--- config.mk ---
export PLATFORM = sky130hd
export DESIGN_NAME = baopoco_delay_loader
export DESIGN_NICKNAME = d
export VERILOG_FILES = /design/src/rtl/baopoco_delay_loader.sv
export SDC_FILE = /design/constraint.sdc
export NUM_CORES = 1
export LEC_CHECK = 0
export ABC_AREA = 1
export CAP_MARGIN = 10
export CORE_MARGIN = 1
export CORE_UTILIZATION = 50
export CTS_CLUSTER_SIZE = 30
export DETAILED_ROUTE_END_ITERATION = 10
export PLACE_DENSITY = 0.82
export REMOVE_ABC_BUFFERS = 1
export SYNTH_ARGS = -nofsm -noshare
export SYNTH_HDL_FRONTEND = slang
export SYNTH_SLANG_ARGS = --single-unit
--- constraint.sdc ---
create_clock -name user_clk -period 1.4 [get_ports user_clk]
set_input_delay 0.14 -clock user_clk [delete_from_list [all_inputs] [get_ports user_clk]]
set_output_delay 0.14 -clock user_clk [all_outputs]
set_load 0.005 [all_outputs]
--- src/rtl/baopoco_delay_loader.sv ---
// baopoco_delay_loader
//   Sync-aligned loader for per-antenna coarse delays. A command word from the
//   delay_data software register is decoded on the rising edge of its load bit.
//   The word is range-checked, and the antenna/delay pair is held pending until
//   the next pipeline sync pulse, or applied at once when the immediate bit is set.
//   Applying a load writes the internal per-antenna delay table and issues a
//   one-cycle write strobe to the downstream coarse-delay buffers.
//
// Ports:
//   user_clk    in   sole clock, rising edge
//   user_rst_n  in   asynchronous active-low reset
//   delay_data  in   [31] load, [30] immediate, [29] err_clr, [19:16] antenna,
//                    [DELAY_W-1:0] delay
//   sync_in     in   one-cycle pipeline sync pulse
//   rd_addr     in   table read address
//   rd_delay    out  table[rd_addr], one-cycle latency
//   delay_we    out  one-cycle write strobe to the coarse-delay stage
//   delay_addr  out  antenna being written (holds when delay_we=0)
//   delay_val   out  delay being written (holds when delay_we=0)
//   pending     out  a load is captured and waiting for sync
//   load_cnt    out  count of applied loads, wrapping
//   err         out  sticky: rejected antenna or clamped delay
module baopoco_delay_loader #(
    parameter int N_ANT     = 8,
    parameter int ANT_W     = 3,
    parameter int DELAY_W   = 12,
    parameter int MAX_DELAY = 2047
) (
    input  logic               user_clk,
    input  logic               user_rst_n,
    input  logic [31:0]        delay_data,
    input  logic               sync_in,
    input  logic [ANT_W-1:0]   rd_addr,
    output logic [DELAY_W-1:0] rd_delay,
    output logic               delay_we,
    output logic [ANT_W-1:0]   delay_addr,
    output logic [DELAY_W-1:0] delay_val,
    output logic               pending,
    output logic [15:0]        load_cnt,
    output logic               err
);

    typedef enum logic [1:0] {IDLE, PEND, APPLY} state_t;

    // Saturate a requested delay to the largest legal value.
    function automatic logic [DELAY_W-1:0] clamp_delay(input logic [DELAY_W-1:0] raw);
        if (int'(raw) > MAX_DELAY) return DELAY_W'(MAX_DELAY);
        return raw;
    endfunction

    function automatic logic delay_over(input logic [DELAY_W-1:0] raw);
        return int'(raw) > MAX_DELAY;
    endfunction

    state_t             state_q, state_d;
    logic               load_prev_q, load_prev_d;
    logic               clr_prev_q, clr_prev_d;
    logic [ANT_W-1:0]   pend_addr_q, pend_addr_d;
    logic [DELAY_W-1:0] pend_val_q, pend_val_d;
    logic               delay_we_q, delay_we_d;
    logic [ANT_W-1:0]   delay_addr_q, delay_addr_d;
    logic [DELAY_W-1:0] delay_val_q, delay_val_d;
    logic [15:0]        load_cnt_q, load_cnt_d;
    logic               err_q, err_d;
    logic [DELAY_W-1:0] rd_delay_q, rd_delay_d;
    logic [DELAY_W-1:0] dly_tbl_q [N_ANT];
    logic [DELAY_W-1:0] dly_tbl_d [N_ANT];

    logic               load_edge, clr_edge, ant_ok, accept, imm;
    logic [3:0]         ant_f;
    logic [DELAY_W-1:0] raw_f;

    always_comb begin
        // Edge detectors reset to 1, so a bit held high through reset never fires.
        load_edge   = delay_data[31] & ~load_prev_q;
        clr_edge    = delay_data[29] & ~clr_prev_q;
        imm         = delay_data[30];
        ant_f       = delay_data[19:16];
        raw_f       = delay_data[DELAY_W-1:0];
        ant_ok      = int'(ant_f) < N_ANT;
        accept      = load_edge & ant_ok;

        load_prev_d  = delay_data[31];
        clr_prev_d   = delay_data[29];
        state_d      = state_q;
        pend_addr_d  = pend_addr_q;
        pend_val_d   = pend_val_q;
        delay_we_d   = 1'b0;
        delay_addr_d = delay_addr_q;
        delay_val_d  = delay_val_q;
        load_cnt_d   = load_cnt_q;
        err_d        = err_q;
        dly_tbl_d    = dly_tbl_q;
        rd_delay_d   = (int'(rd_addr) < N_ANT) ? dly_tbl_q[rd_addr] : '0;

        if (accept) begin
            pend_addr_d = ANT_W'(ant_f);
            pend_val_d  = clamp_delay(raw_f);
        end

        // A coincident sync in IDLE/PEND is never used for the load captured
        // in the same cycle: an accepted load takes priority over sync.
        case (state_q)
            IDLE: begin
                if (accept) state_d = imm ? APPLY : PEND;
            end
            PEND: begin
                if (accept)       state_d = imm ? APPLY : PEND;
                else if (sync_in) state_d = APPLY;
            end
            APPLY: begin
                dly_tbl_d[delay_addr_q] = delay_val_q;
                load_cnt_d              = load_cnt_q + 16'd1;
                if (accept) state_d = imm ? APPLY : PEND;
                else        state_d = IDLE;
            end
            default: state_d = IDLE;
        endcase

        // Strobe and write data are registered so they coincide with APPLY.
        if (state_d == APPLY) begin
            delay_we_d   = 1'b1;
            delay_addr_d = pend_addr_d;
            delay_val_d  = pend_val_d;
        end

        // Clear first so a same-cycle new error wins.
        if (clr_edge) err_d = 1'b0;
        if (load_edge && (!ant_ok || delay_over(raw_f))) err_d = 1'b1;
    end

    always_ff @(posedge user_clk or negedge user_rst_n) begin
        if (!user_rst_n) begin
            state_q      <= IDLE;
            load_prev_q  <= 1'b1;
            clr_prev_q   <= 1'b1;
            pend_addr_q  <= '0;
            pend_val_q   <= '0;
            delay_we_q   <= 1'b0;
            delay_addr_q <= '0;
            delay_val_q  <= '0;
            load_cnt_q   <= '0;
            err_q        <= 1'b0;
            rd_delay_q   <= '0;
            for (int i = 0; i < N_ANT; i++) dly_tbl_q[i] <= '0;
        end else begin
            state_q      <= state_d;
            load_prev_q  <= load_prev_d;
            clr_prev_q   <= clr_prev_d;
            pend_addr_q  <= pend_addr_d;
            pend_val_q   <= pend_val_d;
            delay_we_q   <= delay_we_d;
            delay_addr_q <= delay_addr_d;
            delay_val_q  <= delay_val_d;
            load_cnt_q   <= load_cnt_d;
            err_q        <= err_d;
            rd_delay_q   <= rd_delay_d;
            for (int i = 0; i < N_ANT; i++) dly_tbl_q[i] <= dly_tbl_d[i];
        end
    end

    assign rd_delay   = rd_delay_q;
    assign delay_we   = delay_we_q;
    assign delay_addr = delay_addr_q;
    assign delay_val  = delay_val_q;
    assign pending    = (state_q == PEND);
    assign load_cnt   = load_cnt_q;
    assign err        = err_q;

endmodule

==> out/results.ini <==
[run_status]
outcome=finished with violations
violations=setup timing

[timing]
timing.final.ws_setup_ps=-138.0
worstMarginPinSlew_ps=595.4
drv_slew=0
hold_viol=0
fin_crit_sh=1.099
fin_skew_ps=24.75
period_minus_slack_ps=1538
maxSlewHeadroom=0.6026
setup_viol=60
fin_tns_setup_ps=-3173
max_freq_mhz=650.2
fin_hold_ws_ps=138.6
rsz0062_at_grt=true

[worst_setup_path]
cp_data_required_time_ps=1750
cp_common_cell=nand2_4
r2r_start=state_q[0]$_DFF_PN0_
reg2reg_slack_ps=-140
crit_fanout=6
path_cells=inv_2 -> nand2_4 -> inv_4 -> nand2_4 -> nor3_4 -> buf_12 -> clkbuf_16 -> nand2_4 -> o21ai_1
timing.rr.end=dly_tbl_q[30]$_DFFE_PN0P_
rr_worst_depth=9
crit_path_end_kind=flop
slowest_stage=dfrtp_1
cp.arrival_ps=1890
cp_slowest_stage_delay_ps=390
cp-endpoint=dly_tbl_q[30]$_DFFE_PN0P_
path_class=flop to flop
worstSetupStartpoint=state_q[0]$_DFF_PN0_
cp-start-kind=flop

[power]
sequentialPowerShare=0.412
p_int_mw=10.75
peakVddDrop_uv=836.6
netSwitchingFraction=0.3120
power_frac_comb=0.244
power_mw=15.62
power_leakage_nw=4.934
netSwitchingPower_mw=4.875
pwr_density_cell_nw_per_um2=1592
pwr-share-clk=0.344

[clock_network]
cts.sinks=160
cts_tree=built
clock-root-buffer=clkbuf_16
cts_buffers=17
clk_pin_slew_ps=70
h-tree-depth=4
cts.path.max_buffers=2
clk_latency_ps=450

[floorplanning]
die_h_um=119.6
die_w_um=119.6
fp-row-count=42
core_um2=13350
start_util=0.5178
boundaryPins=84
die_area_um2=14300

[routing]
firstDrtPassIters=5
vias=6826
via_per_inst=5.993
drc_errors=0
wl_per_cell_um=20.85
routed_wl_um=23750
drt.antenna.violating_nets=0
drtIter0Drc=921

[layout]
finalNetCount=990
fin_util=0.7354
synthToLayoutAreaGrowth_pct=42.02
layout-drive-gt1-share=0.2370
num-fill-cells=813

[logic_synthesis]
postSynthAreaPerCell_um2=8.543
ys_types=28
yosysSeqAreaShare=0.5797
yosysWarnings=0
syn_inst=809
ys_ff_latch=160
syn_area_um2=6912

[grt]
grt.overflow.total=0
antenna_found_initial=2
grt_max_degree=61
grt_usage=0.2837
grt_pass1_vias=6360
grt_pass1_wl_um=31430

[place]
place_hpwl_um=10470
portBuffers=70
gp_congestion=0.8750

[run]
drv_cap=0

[hold_path]
hp-class=input port to flop

## placed cells by master (no fill, tap or decap), types with 2 or more instances in the layout
cell / instances
a21oi_1: 12
buf_12: 19
buf_4: 53
buf_6: 13
bufinv_16: 6
clkbuf_16: 25
clkbuf_8: 2
clkdlybuf4s50_1: 24
clkinvlp_4: 2
dfrtp_1: 150
dfrtp_2: 8
dfstp_2: 2
dlygate4sd2_1: 33
dlymetal6s2s_1: 9
inv_1: 61
inv_2: 3
nand2_1: 176
nand2_2: 26
nand2_4: 21
nand3_1: 22
nand3_2: 4
nand3_4: 4
nand4_1: 9
nor2_1: 63
nor2_2: 3
nor2_4: 6
nor3_1: 2
nor3_4: 2
o21ai_0: 122
o21ai_1: 40
o21ai_2: 21
xnor2_1: 2
xor2_1: 6
## layout make-up
cell class              count  area, µm²  share of cell area
well taps                 176      220.2             0.02243
inverters                  66      250.2             0.02549
flip-flops and latches    160       4016              0.4092
repair buffers            162       1787              0.1820
clock inverters            10      209.0             0.02129
diodes                      1      2.502           0.0002549
multi-input cells         544       2874              0.2928
clock buffers              20      456.7             0.04653
## critical path: cells and delay by family, from the launching register on
| kind | cells | cell delay (ps) |
|---|---|---|
| buffers and inverters | 4 | 550 |
| and+or+nand+nor | 4 | 370 |
| AOI/OAI and AO/OA | 1 | 130 |
| DFF | 1 | 390 |
## routing by layer
metal | part of all wire | track usage | up-vias
met2 | 0.47 | 0.4592 | 534
met5 | 0.00046 | 0 | -
met1 | 0.36 | 0.3699 | 3230
met3 | 0.10 | 0.06036 | 157
met4 | 0.066 | 0.1227 | 2
li1 | - | - | 2903
## power groups by stage
| stage | registers [mW] | logic, mW | clock network [mW] |
|---|---|---|---|
| global placement | 6.41 | 2.68 | 0 |
| floorplan | 6.35 | 1.30 | 0 |
| finish | 6.44 | 3.81 | 5.37 |
| detailed placement | 6.45 | 2.79 | 0 |
| global route | 6.53 | 4.12 | 5.56 |
| CTS | 6.29 | 3.04 | 5.27 |
## sequential cells by signal, summed over array words and instances (netlist names)
signal and count:
rd_delay 12, load_cnt 16, delay_addr 3, load_prev_q 1
err 1, clr_prev_q 1, dly_tbl_q 96, delay_val 12
state_q 2, delay_we 1, pend_addr_q 3, pend_val_q 12
## synthesized netlist by cell type
cell | n | share of area
nor2_1 | 71 | 0.039
buf_2 | 10 | 0.0072
buf_6 | 2 | 0.0033
dfstp_2 | 2 | 0.0076
inv_2 | 3 | 0.0016
dfrtp_1 | 158 | 0.57
clkbuf_1 | 23 | 0.012
nand3_2 | 4 | 0.0058
xor2_1 | 6 | 0.0076
nand4_1 | 9 | 0.0081
xnor2_1 | 2 | 0.0025
nor2_4 | 1 | 0.0016
nand4_2 | 1 | 0.0018
nand3_1 | 26 | 0.019
o21ai_1 | 10 | 0.0072
buf_1 | 1 | 0.00054
clkinv_2 | 1 | 0.00072
clkinv_1 | 1 | 0.00054
a21oi_1 | 12 | 0.0087
inv_1 | 61 | 0.033
nor3_4 | 2 | 0.0047
nand2_4 | 1 | 0.0016
nand2_1 | 221 | 0.12
nand2_2 | 2 | 0.0018
o21ai_0 | 173 | 0.13
nor3_1 | 2 | 0.0014
buf_4 | 3 | 0.0033
ha_1 | 1 | 0.0018
## how the worst min path moves through the flow
stage	depth (start not counted)	from	endpoint	slack, ps
after global routing	1	delay_data[29]	clr_prev_q$_DFF_PN1_	160
after CTS	1	delay_data[29]	clr_prev_q$_DFF_PN1_	140
final	1	delay_data[29]	clr_prev_q$_DFF_PN1_	140
after global placement	1	user_rst_n	load_cnt[3]$_DFFE_PN0N_	120
after detailed placement	1	user_rst_n	load_cnt[4]$_DFFE_PN0N_	120
after floorplan	0	user_rst_n	delay_addr[0]$_DFFE_PN0N_	-160
## kinds of logic (layout without fill, tap and decap cells)
kind of cell	Yosys count	after routing	synth area share
xor+xnor	8	8	0.01014
other cells	0	1	0
flops	160	160	0.5797
fa+ha+maj	1	1	0.001810
buf+inv	105	258	0.06281
compound gates	195	195	0.1412
simple gates	340	340	0.2044
## repair_timing
| action | CTS | global route |
|---|---|---|
| buffers inserted | 29 | 10 |
| resized for setup | 49 | 176 |
| hold buffers | 1 | 0 |
| endpoints found under the setup margin | 37 | 97 |
| pin swaps | 6 | 12 |
| endpoints found under the hold margin | 40 | 0 |
| gates cloned | 0 | 12 |
## per-stage QoR
stage / instances / worst slack [ps] / instance area [µm²]
finish: 1139 / -138.0 / 9816
CTS: 1117 / -23.53 / 9042
global route: 1138 / -174.5 / 9813
global placement: 1058 / -85.34 / 8172
floorplan: 770 / -205.7 / 6726
detailed placement: 1058 / -238.1 / 8172
(Power assumes the default switching activity.)
